--- src/rtl/seg7_scan.sv ---
// Four-digit common-anode 7-segment scanner with per-frame snapshot and finish blink.
// Optional leading-zero blanking: define SEG7_SCAN_LZ_BLANK_EN.
module seg7_scan #(
    parameter int unsigned SCAN_DIV     = 1,
    parameter int unsigned BLINK_FRAMES = 4
) (
    input  logic        clk,
    input  logic        reset_n,
    input  logic [15:0] data,
    input  logic        finish,
    output logic [6:0]  seg,
    output logic        dp,
    output logic [3:0]  dig
);

    localparam int unsigned PW = (SCAN_DIV > 1) ? $clog2(SCAN_DIV) : 1;
    localparam int unsigned BW = (BLINK_FRAMES > 1) ? $clog2(BLINK_FRAMES) : 1;
    localparam logic [PW-1:0] PRESC_LAST = PW'(SCAN_DIV - 1);
    localparam logic [BW-1:0] BLINK_LAST = BW'(BLINK_FRAMES - 1);

    function automatic logic [6:0] hex_to_seg(input logic [3:0] h);
        logic [6:0] s;
        case (h)
            4'h0: s = 7'h40;
            4'h1: s = 7'h79;
            4'h2: s = 7'h24;
            4'h3: s = 7'h30;
            4'h4: s = 7'h19;
            4'h5: s = 7'h12;
            4'h6: s = 7'h02;
            4'h7: s = 7'h78;
            4'h8: s = 7'h00;
            4'h9: s = 7'h10;
            4'hA: s = 7'h08;
            4'hB: s = 7'h03;
            4'hC: s = 7'h46;
            4'hD: s = 7'h21;
            4'hE: s = 7'h06;
            default: s = 7'h0E;
        endcase
        return s;
    endfunction

    logic [PW-1:0] presc_q, presc_d;
    logic [1:0]    idx_q, idx_d;
    logic [15:0]   snap_q, snap_d;
    logic [BW-1:0] blink_cnt_q, blink_cnt_d;
    logic          blink_ph_q, blink_ph_d;
    logic [6:0]    seg_q, seg_d;
    logic          dp_q, dp_d;
    logic [3:0]    dig_q, dig_d;

    logic          tick;
    logic          frame_end;
    logic [3:0]    nib;
    logic          blank;

    always_comb begin
        tick      = (presc_q == PRESC_LAST);
        frame_end = tick && (idx_q == 2'd3);

        presc_d = tick ? '0 : presc_q + PW'(1);
        idx_d   = tick ? idx_q + 2'd1 : idx_q;
        snap_d  = frame_end ? data : snap_q;

        // Dropping finish clears the blink state outright so the display is never held dark.
        blink_cnt_d = blink_cnt_q;
        blink_ph_d  = blink_ph_q;
        if (!finish) begin
            blink_cnt_d = '0;
            blink_ph_d  = 1'b0;
        end else if (frame_end) begin
            if (blink_cnt_q == BLINK_LAST) begin
                blink_cnt_d = '0;
                blink_ph_d  = ~blink_ph_q;
            end else begin
                blink_cnt_d = blink_cnt_q + BW'(1);
            end
        end

        nib = snap_q[{idx_q, 2'b00} +: 4];
`ifdef SEG7_SCAN_LZ_BLANK_EN
        blank = ((idx_q == 2'd3) && (snap_q[15:12] == 4'h0)) ||
                ((idx_q == 2'd2) && (snap_q[15:8]  == 8'h00)) ||
                ((idx_q == 2'd1) && (snap_q[15:4]  == 12'h000));
`else
        blank = 1'b0;
`endif

        if (blink_ph_q) begin
            seg_d = '1;
            dig_d = '1;
            dp_d  = 1'b1;
        end else begin
            seg_d = blank ? '1 : hex_to_seg(nib);
            dig_d = ~(4'b0001 << idx_q);
            dp_d  = (idx_q != 2'd2);
        end
    end

    always_ff @(posedge clk or negedge reset_n) begin
        if (!reset_n) begin
            presc_q     <= '0;
            idx_q       <= '0;
            snap_q      <= '0;
            blink_cnt_q <= '0;
            blink_ph_q  <= 1'b0;
            seg_q       <= '1;
            dp_q        <= 1'b1;
            dig_q       <= '1;
        end else begin
            presc_q     <= presc_d;
            idx_q       <= idx_d;
            snap_q      <= snap_d;
            blink_cnt_q <= blink_cnt_d;
            blink_ph_q  <= blink_ph_d;
            seg_q       <= seg_d;
            dp_q        <= dp_d;
            dig_q       <= dig_d;
        end
    end

    assign seg = seg_q;
    assign dp  = dp_q;
    assign dig = dig_q;

endmodule

--- config.mk ---
export PLATFORM = sky130hd
export DESIGN_NAME = seg7_scan
export DESIGN_NICKNAME = d
export VERILOG_FILES = /design/src/rtl/seg7_scan.sv
export SDC_FILE = /design/constraint.sdc
export NUM_CORES = 1
export LEC_CHECK = 0
export ABC_CLOCK_PERIOD_IN_PS = 5390
export CAP_MARGIN = 20
export CORE_MARGIN = 2
export CORE_UTILIZATION = 40
export CTS_BUF_LIST = sky130_fd_sc_hd__clkbuf_4 sky130_fd_sc_hd__clkbuf_8
export DETAILED_ROUTE_END_ITERATION = 8
export PLACE_DENSITY = 0.63
export SYNTH_ARGS = -nofsm -noshare
export SYNTH_HDL_FRONTEND = slang
export SYNTH_SLANG_ARGS = --single-unit
--- constraint.sdc ---
create_clock -name clk -period 5.39 [get_ports clk]
set_clock_uncertainty 0.05 [all_clocks]
set_input_delay 1.617 -clock clk [delete_from_list [all_inputs] [get_ports clk]]
set_output_delay 1.617 -clock clk [all_outputs]
set_load 0.02 [all_outputs]
# ---- Word-level counts from Yosys, hierarchy flattened
# Memories as Yosys holds them, arrays and structs flattened.
# Cells that the tools add are included.
dict set report classes {
  n_mux 10
  div 0
  n_lt_le_gt_ge 0
  bitwise_logic 3
  add_sub_neg 3
  shift 2
  n_eq_ne 5
  mul 0
  reduce_logical 2
}
# operator count
set op_table {}
lappend op_table {{$shiftx 16x5->4} 1}
lappend op_table {{$mux 7} 1}
lappend op_table {{$mux 2} 3}
lappend op_table {{$mux 1} 5}
lappend op_table {{$add 2x1->2 const B} 2}
lappend op_table {{$eq 2x2->1 const B} 2}
lappend op_table {{$mux 4} 1}
lappend op_table {{$ne 2x1->1 const B} 2}
lappend op_table {{$not 4->4} 1}
lappend op_table {{$shl 1x2->4 const A} 1}
lappend op_table {{$ne 2x2->1 const B} 1}
lappend op_table {{$not 1->1} 2}
lappend op_table {{$reduce_and 2->1} 1}
lappend op_table {{$add 1x1->1 const B} 1}
lappend op_table {{$logic_and 1x1->1} 1}
dict set report totals {
  memories 1
  latchBits 0
  mem_bits_rw 0
  reg_bits 34
  inputBits 19
  romBits 112
  output_inout_bits 12
}
# name words word_bits read_ports rd_clocked_by_memory_dff write_ports line_no
set mem_list {}
lappend mem_list {{(name not given)} 16 7 1 0 0 23} ;# case (h)

# ---- Logic depth before layout (Yosys ltp)
# Gate-level depths: netlist of the first run.
dict set report logic_depth {
  depth_word 4
  ltp_mapped 7
  depth_no_buf 6
}

# ---- Least setup slack after synthesis of the first run
# Ideal clock, no wire load.
dict set report synth_path {
  path_kind {register to output}
  from {register dig_q[2] (netlist: dig[2])}
  to {output port dig[2]}
  slack_ns 3.003
  path_stages_with_launch 2
  arrival_time_ns 0.720
  t_required_ns 3.723
  n_path_buf 1
  path_cell_list {dfstp_2 > buf_4}
}
# element line_no
set synth_lines {}
lappend synth_lines {{from (decl)} 51} ;# logic [3:0] dig_q, dig_d;
lappend synth_lines {{from (signal assigned)} 119} ;# dig_q <= dig_d;
lappend synth_lines {{to (decl)} 13} ;# output logic [3:0] dig
# No word-level cell between the ends.

==> summary.txt, run 1 <==
Timing
  • Min Clock Period, post-route: approximately 3000 ps
  • Worst setup slack after layout: 2330 ps
  • Setup tns final: 0 ps
  • Worst Max-Slew Pin Slew: 864 ps
  • Number of hold violations in the final report: 0
  • Relative slew slack: 42.4%
  • Tightest hold margin: approximately 440 ps
  • Maximum clock frequency: 327 MHz
  • Pins over their slew limit: 0
  • Unrepaired setup endpoints after global routing: no
  • Final cycle utilization of the critical path: 56.8%
  • Total of endpoints with negative setup slack in the final report: 0

Min path
  • Worst Min Path Start: snap_q[0]
  • Hold/Removal Path Class: flip-flop to flip-flop
  • Cell depth of the worst min-delay path: 1
  • Worst Hold Path EP: snap_q[0]

Synth
  • Instance count of the mapped netlist: about 110
  • Library cell with the largest summed area after synthesis: dfrtp_1
  • Distinct cells, synth: 25
  • Syn avg cell area: 13.8 um2
  • Share of the yosys chip area belonging to registers: 51.9%
  • Cells taking the most area after synthesis: dfrtp_1 (33%), dfstp_2 (18%), mux2_1 (12%), ha_1 (9.6%), mux2i_1 (5.7%)
  • Portion of synthesized cell area occupied by the leading cell type: between 30% and 40%
  • #FFs+latches synth: 32
  • Netlist area before placement: 1570 um2
  • Yosys warning count: 0
  • Nets in the synthesized netlist: approximately 150

Setup path
  • Gate family responsible for the most delay along the worst path: buffers and inverters
  • Slowest library cell on the worst path: clkdlybuf4s50_1
  • Start of the worst register-to-register path: idx_q[0]
  • Reg-to-reg endpoint: seg[2]
  • Arrival @ worst endpoint: 1390 ps
  • CP max stage delay: between 500 and 600 ps
  • Flop2flop setup slack: 3230 ps
  • Crit. End Element: primary output
  • Worst path cell trace: clkdlybuf4s50_1
  • R2R depth: 5
  • Startpoint-to-endpoint class of the critical path: flip-flop to primary output
  • Buffer and inverter count on the worst path: 1
  • Critical path startpoint category: flip-flop
  • Worst endpoint required time: 3720 ps
  • Critical path peak fanout: 2

Clock network
  • Number of buffers inserted to repair setup after CTS: 0
  • TritonCTS clock tree: done
  • TritonCTS Sinks: 32
  • Maximum buffer depth of the clock tree: 2
  • Root Buffer: clkbuf_8
  • Hold-fix buffers at CTS: 0
  • Clock slew at the register clock pins of the worst setup and hold paths: 60 ps
  • Clock network latency to the later pin of the worst-skew pair: around 270 ps
  • Number of levels in the clock H-tree: 2
  • CTS resizes: 0
  • Total CTS buffers: 5

Floorplanning
  • Core Footprint: 3720 um2
  • Width of the die: 66.7 um
  • I/O pin total: 31
  • Std-Cell Rows: 22
  • Initial standard-cell utilization of the core: 42.3%
  • Area of the die: ~4400 um2
  • Vert. Die Dim: approximately 67 um

Pwr
  • Switching fraction of total power: 22.3%
  • P_sw: 114 uW
  • Power consumption: ~500 uW
  • Max IR drop VDD: between 0.15 and 0.2 mV
  • Reported leakage power: 0.000859 uW
  • Relative contribution of the clock network to total power: 37.5%
  • Internal power component: 397 uW
  • Power per unit of standard cell area: 257 nW/um2
  • Power share of the sequential group: 50.7%
  • Comb pwr share: 11.8%

GRT
  • Antenna violations before repair: 0
  • First-pass GRT wire length: 4550 um
  • Overall track demand over capacity in global routing: 14.0%
  • Via count of the first global-routing pass: 1032
  • Remaining global-route overflow: 0
  • Largest net degree at the start of global routing: 33

Detailed routing
  • Via count normalized by instance count: 4.86
  • Post-route DRC violation count: 0
  • DRT iter0 DRCs: 52
  • TritonRoute pass-1 iters: 4
  • Detailed-route wire length per cell: between 10 and 15 um
  • Number of nets with antenna violations after detailed routing: 0
  • Routed WL: 2580 um
  • Total number of vias: 947

Finish
  • Core Util, Final: 53.6%
  • Share of final-layout standard cells stronger than drive strength 1: between 10% and 20%
  • Commonest non-fill, non-tap cell in the layout: clkdlybuf4s50_1
  • Count of inserted antenna diode cells: 0
  • Layout Area Growth over Synthesis: 26.8%
  • Final #Nets: 177
  • Number of inserted filler cells in the final layout: approximately 330
  • Commonest non-fill, non-tap cells in the layout: clkdlybuf4s50_1 (30), dfrtp_1 (21), mux2_1 (17)

Job
  • Max-Cap Viols: 0

Placed design
  • Placed wire-length estimate after detailed placement: roughly 2000 um
  • Final weighted congestion in routability-driven placement: between 0.8 and 0.9
  • Count of input and output buffers: 30
  • Setup WS pre-CTS: 2620 ps

Run status
  • Outcome: complete, no violations
synth_stat cells:
cell / n
dfrtp_1: 21
mux2_1: 17
ha_1: 12
dfstp_2: 11
mux2i_1: 9
inv_1: 7
nand2_1: 5
nor2_1: 4
mux4_2: 3
nor2b_1: 3
a22oi_1: 2
and2_1: 2
buf_4: 2
buf_6: 2
clkbuf_1: 2
o21ai_0: 2
o31a_1: 2
a221o_1: 1
a31oi_1: 1
and2_0: 1
mux4_1: 1
nand2b_1: 1
o21ai_1: 1
o221ai_1: 1
xnor2_1: 1
cell families (layout without fill, tap and decap cells):
family                   after synthesis  after routing  share of synthesized area (%)
AO/OA/AOI/OAI                         10             10                           4.62
flip-flops                            32             32                           51.9
adder cells (fa/ha/maj)               12             12                           9.56
buffers and inverters                 13             46                           4.54
AND/OR/NAND/NOR                       16             16                           4.94
XOR/XNOR                               1              1                          0.558
multiplexers                          30             30                           23.9
area by class of cell:
class                   instances  area, um2  area share, %
flip-flops and latches         32        815           40.9
multi-input cells              69        684           34.4
repair buffers                 31        308           15.5
clock buffers                   7       90.1           4.53
well taps                      48       60.1           3.02
inverters                       7       26.3           1.32
clock inverters                 1       7.51          0.377
state kept, by name (all words and copies together) (netlist names):
register     cells
snap_q          16
seg              7
dig              4
blink_cnt_q      2
idx_q            2
blink_ph_q       1
power groups by stage:
stage / clock, uW / sequential (uW) / combinational (uW)
4_1_cts: 201 / 259 / 61.7
6_report: 192 / 259 / 60.5
3_5_place_dp: 0 / 263 / 61.5
5_1_grt: 213 / 260 / 66.6
3_3_place_gp: 0 / 263 / 60.4
2_1_floorplan: 0 / 269 / 24.6
per-layer routing:
metal | part of all wire (%) | vias up | GRT usage [%]
met5 | 0 | - | 0
met4 | 1.2 | 0 | 6.89
met1 | 42 | 460 | 15.3
met2 | 52 | 25 | 24.1
li1 | - | 457 | -
met3 | 4.7 | 5 | 4.90
stage by stage:
stage | cell area (um2) | cells
2_1_floorplan | 1570 | 114
3_3_place_gp | 1890 | 187
3_5_place_dp | 1890 | 187
4_1_cts | 1990 | 195
5_1_grt | 1990 | 195
6_report | 1990 | 195
how the worst max path moves through the flow:
stage,startpoint,to,cells past startpoint
after floorplan,dig[2],dig[2],1
after global placement,dig[2],dp,1
after detailed placement,seg[6],seg[6],1
after CTS,seg[6],seg[6],1
after global routing,dig[2],dp,1
final,dig[2],dp,1
Power figures use the tool's default switching activity.
==> run 2: changes to the inputs <==
--- a/config.mk
+++ b/config.mk
@@ -5,13 +5,13 @@
 export SDC_FILE = /design/constraint.sdc
 export NUM_CORES = 1
 export LEC_CHECK = 0
-export ABC_CLOCK_PERIOD_IN_PS = 5390
+export ABC_CLOCK_PERIOD_IN_PS = 2550
 export CAP_MARGIN = 20
 export CORE_MARGIN = 2
 export CORE_UTILIZATION = 40
 export CTS_BUF_LIST = sky130_fd_sc_hd__clkbuf_4 sky130_fd_sc_hd__clkbuf_8
 export DETAILED_ROUTE_END_ITERATION = 8
-export PLACE_DENSITY = 0.63
+export PLACE_DENSITY = 0.66
 export SYNTH_ARGS = -nofsm -noshare
 export SYNTH_HDL_FRONTEND = slang
 export SYNTH_SLANG_ARGS = --single-unit
==> constraint.sdc (replaced) <==
create_clock -name clk -period 2.55 [get_ports clk]
set_clock_uncertainty 0.05 [all_clocks]
set_input_delay 0.765 -clock clk [delete_from_list [all_inputs] [get_ports clk]]
set_output_delay 0.765 -clock clk [all_outputs]
set_load 0.02 [all_outputs]
==> run 2 against run 1 <==
  * Clock power increased to 2.7 times the previous value
  * First-iteration DRC count decreased by 19%
  * Setup slack got worse by 2000 ps
  * Die area unchanged
  * Clock-buffer cell count unchanged
  * Routed wire length increased by 1.2%
  * Worst hold slack improved by 0.76 ps
  * Sequential share of layout area decreased by 0.73 points
  * Cell area increased by 1.8%
  * Final cell count increased by 0.51%
  * Largest cell class unchanged
==> summary.txt, run 2 (same netlist as run 1, synthesis figures left out) <==
Finish
  • Register name with the most flops: snap_q
  • Commonest non-fill, non-tap cell in the layout: clkdlybuf4s50_1
  • Max reg flops: 16
  • Count of inserted antenna diode cells: 0
  • Layout Area Growth over Synthesis: 29.1%
  • Share of final-layout standard cells stronger than drive strength 1: 16.2%
  • Core Util, Final: a little over half
  • Final #Nets: 178
  • Number of inserted filler cells in the final layout: between 300 and 400
  • Commonest non-fill, non-tap cells in the layout: clkdlybuf4s50_1 (30), dfrtp_1 (21), mux2_1 (17)

Floorplanning
  • I/O pin total: 31
  • Width of the die: approximately 67 um
  • Std-Cell Rows: 22
  • Vert. Die Dim: between 60 and 70 um
  • Initial standard-cell utilization of the core: 42.3%
  • Core Footprint: 3720 um2
  • Area of the die: 4440 um2

Setup path
  • Worst endpoint required time: 1740 ps
  • CP Depth: 1
  • CP max stage delay: 600 ps
  • Critical path startpoint category: flip-flop
  • Gate family responsible for the most delay along the worst path: buffers and inverters
  • Buffer and inverter count on the worst path: 1
  • Worst path cell trace: clkdlybuf4s50_1
  • Start of the worst register-to-register path: idx_q[0]
  • R2R depth: 5
  • Flop2flop setup slack: a little over 400 ps
  • Arrival @ worst endpoint: 1410 ps
  • Reg-to-reg endpoint: seg[2]
  • Critical path peak fanout: 2
  • Slowest library cell on the worst path: clkdlybuf4s50_1
  • Startpoint-to-endpoint class of the critical path: flip-flop to primary output
  • Crit. End Element: primary output

Detailed routing
  • Post-route DRC violation count: 0
  • DRT iter0 DRCs: 42
  • Number of nets with antenna violations after detailed routing: 0
  • Detailed-route wire length per cell: 13.3 um
  • TritonRoute pass-1 iters: 4
  • Routed WL: 2620 um
  • Total number of vias: 959
  • Via count normalized by instance count: 4.89

Run status
  • Outcome: complete, no violations

Clock network
  • TritonCTS clock tree: done
  • Root Buffer: clkbuf_8
  • TritonCTS Sinks: 32
  • Hold-fix buffers at CTS: 0
  • Clock network latency to the later pin of the worst-skew pair: ~280 ps
  • CTS resizes: 0
  • Total CTS buffers: 5
  • Number of buffers inserted to repair setup after CTS: 0
  • Maximum buffer depth of the clock tree: 2
  • Clock slew at the register clock pins of the worst setup and hold paths: 70 ps
  • Number of levels in the clock H-tree: 2

Job
  • Max-Cap Viols: 0

Timing
  • Maximum clock frequency: around 450 MHz
  • Unrepaired setup endpoints after global routing: no
  • Relative slew slack: 73.8%
  • Setup tns final: 0 ps
  • Worst setup slack after layout: 321 ps
  • Min Clock Period, post-route: 2230 ps
  • Worst Max-Slew Pin Slew: 393 ps
  • Final cycle utilization of the critical path: 87.4%
  • Total of endpoints with negative setup slack in the final report: 0
  • Pins over their slew limit: 0
  • Number of hold violations in the final report: 0
  • Tightest hold margin: 438 ps

Min path
  • Worst Hold Path EP: snap_q[7]
  • Worst Min Path Start: snap_q[7]
  • Cell depth of the worst min-delay path: 1
  • Hold/Removal Path Class: flip-flop to flip-flop

GRT
  • Overall track demand over capacity in global routing: 13.8%
  • Antenna violations before repair: 0
  • Remaining global-route overflow: 0
  • Via count of the first global-routing pass: 985
  • Largest net degree at the start of global routing: 33
  • First-pass GRT wire length: 4480 um

Pwr
  • Comb pwr share: between 10% and 20%
  • P_sw: 249 uW
  • Relative contribution of the clock network to total power: 43.8%
  • Power share of the sequential group: 45.6%
  • Max IR drop VDD: about 0.38 mV
  • Switching fraction of total power: 20.7%
  • Reported leakage power: 0.000881 uW
  • Internal power component: 954 uW
  • Power per unit of standard cell area: 594 nW/um2

Placed design
  • Setup WS pre-CTS: 410 ps
  • Placed wire-length estimate after detailed placement: 1960 um
  • Count of input and output buffers: 30
  • Final weighted congestion in routability-driven placement: 0.889
run 2: worst reg2reg max path, cell delays in order, from the launching register on:
cell     delay (ps)
dfrtp_1         530
mux4_1          710
inv_1           170
ha_1            240
nor2b_1          70
a221o_1         290
run 2: cell type report:
cell class              instances  area (um2)  share of cell area, %
flip-flops and latches         32         815                   40.2
multi-input cells              69         684                   33.8
repair buffers                 32         315                   15.6
clock buffers                   7        96.3                   4.75
well taps                      48        60.1                   2.96
clock inverters                 1        30.0                   1.48
inverters                       7        26.3                   1.30
run 2: routing by layer:
metal / vias to the layer above / global-route usage, % / routed length (um)
li1: 459 / - / -
met3: 5 / 5.07 / 144
met1: 467 / 16.2 / 1140
met5: - / 0 / 0
met4: 0 / 6.89 / 48
met2: 28 / 22.3 / 1280
run 2: power by group through the flow:
stage | combinational (uW) | sequential, uW | clock (uW)
2_1_floorplan | 52.0 | 568 | 0
3_3_place_gp | 126 | 557 | 0
3_5_place_dp | 130 | 558 | 0
4_1_cts | 130 | 549 | 542
5_1_grt | 140 | 550 | 567
6_report | 128 | 548 | 527
run 2: per-stage QoR:
stage / total power [uW] / cells / instance area, um2
2_1_floorplan: 620 / 114 / 1570
3_3_place_gp: 683 / 188 / 1900
3_5_place_dp: 687 / 188 / 1900
4_1_cts: 1220 / 196 / 2030
5_1_grt: 1260 / 196 / 2030
6_report: 1200 / 196 / 2030
run 2: worst max-delay path by stage:
| stage | end | slack (ps) | from |
|---|---|---|---|
| floorplan | seg[2] | 620 | idx_q[0] |
| global placement | seg[2] | 500 | idx_q[0] |
| detailed placement | seg[2] | 410 | idx_q[0] |
| CTS | dig[2] | 300 | dig[2] |
| global route | dig[2] | 280 | dig[2] |
| finish | dig[2] | 320 | dig[2] |
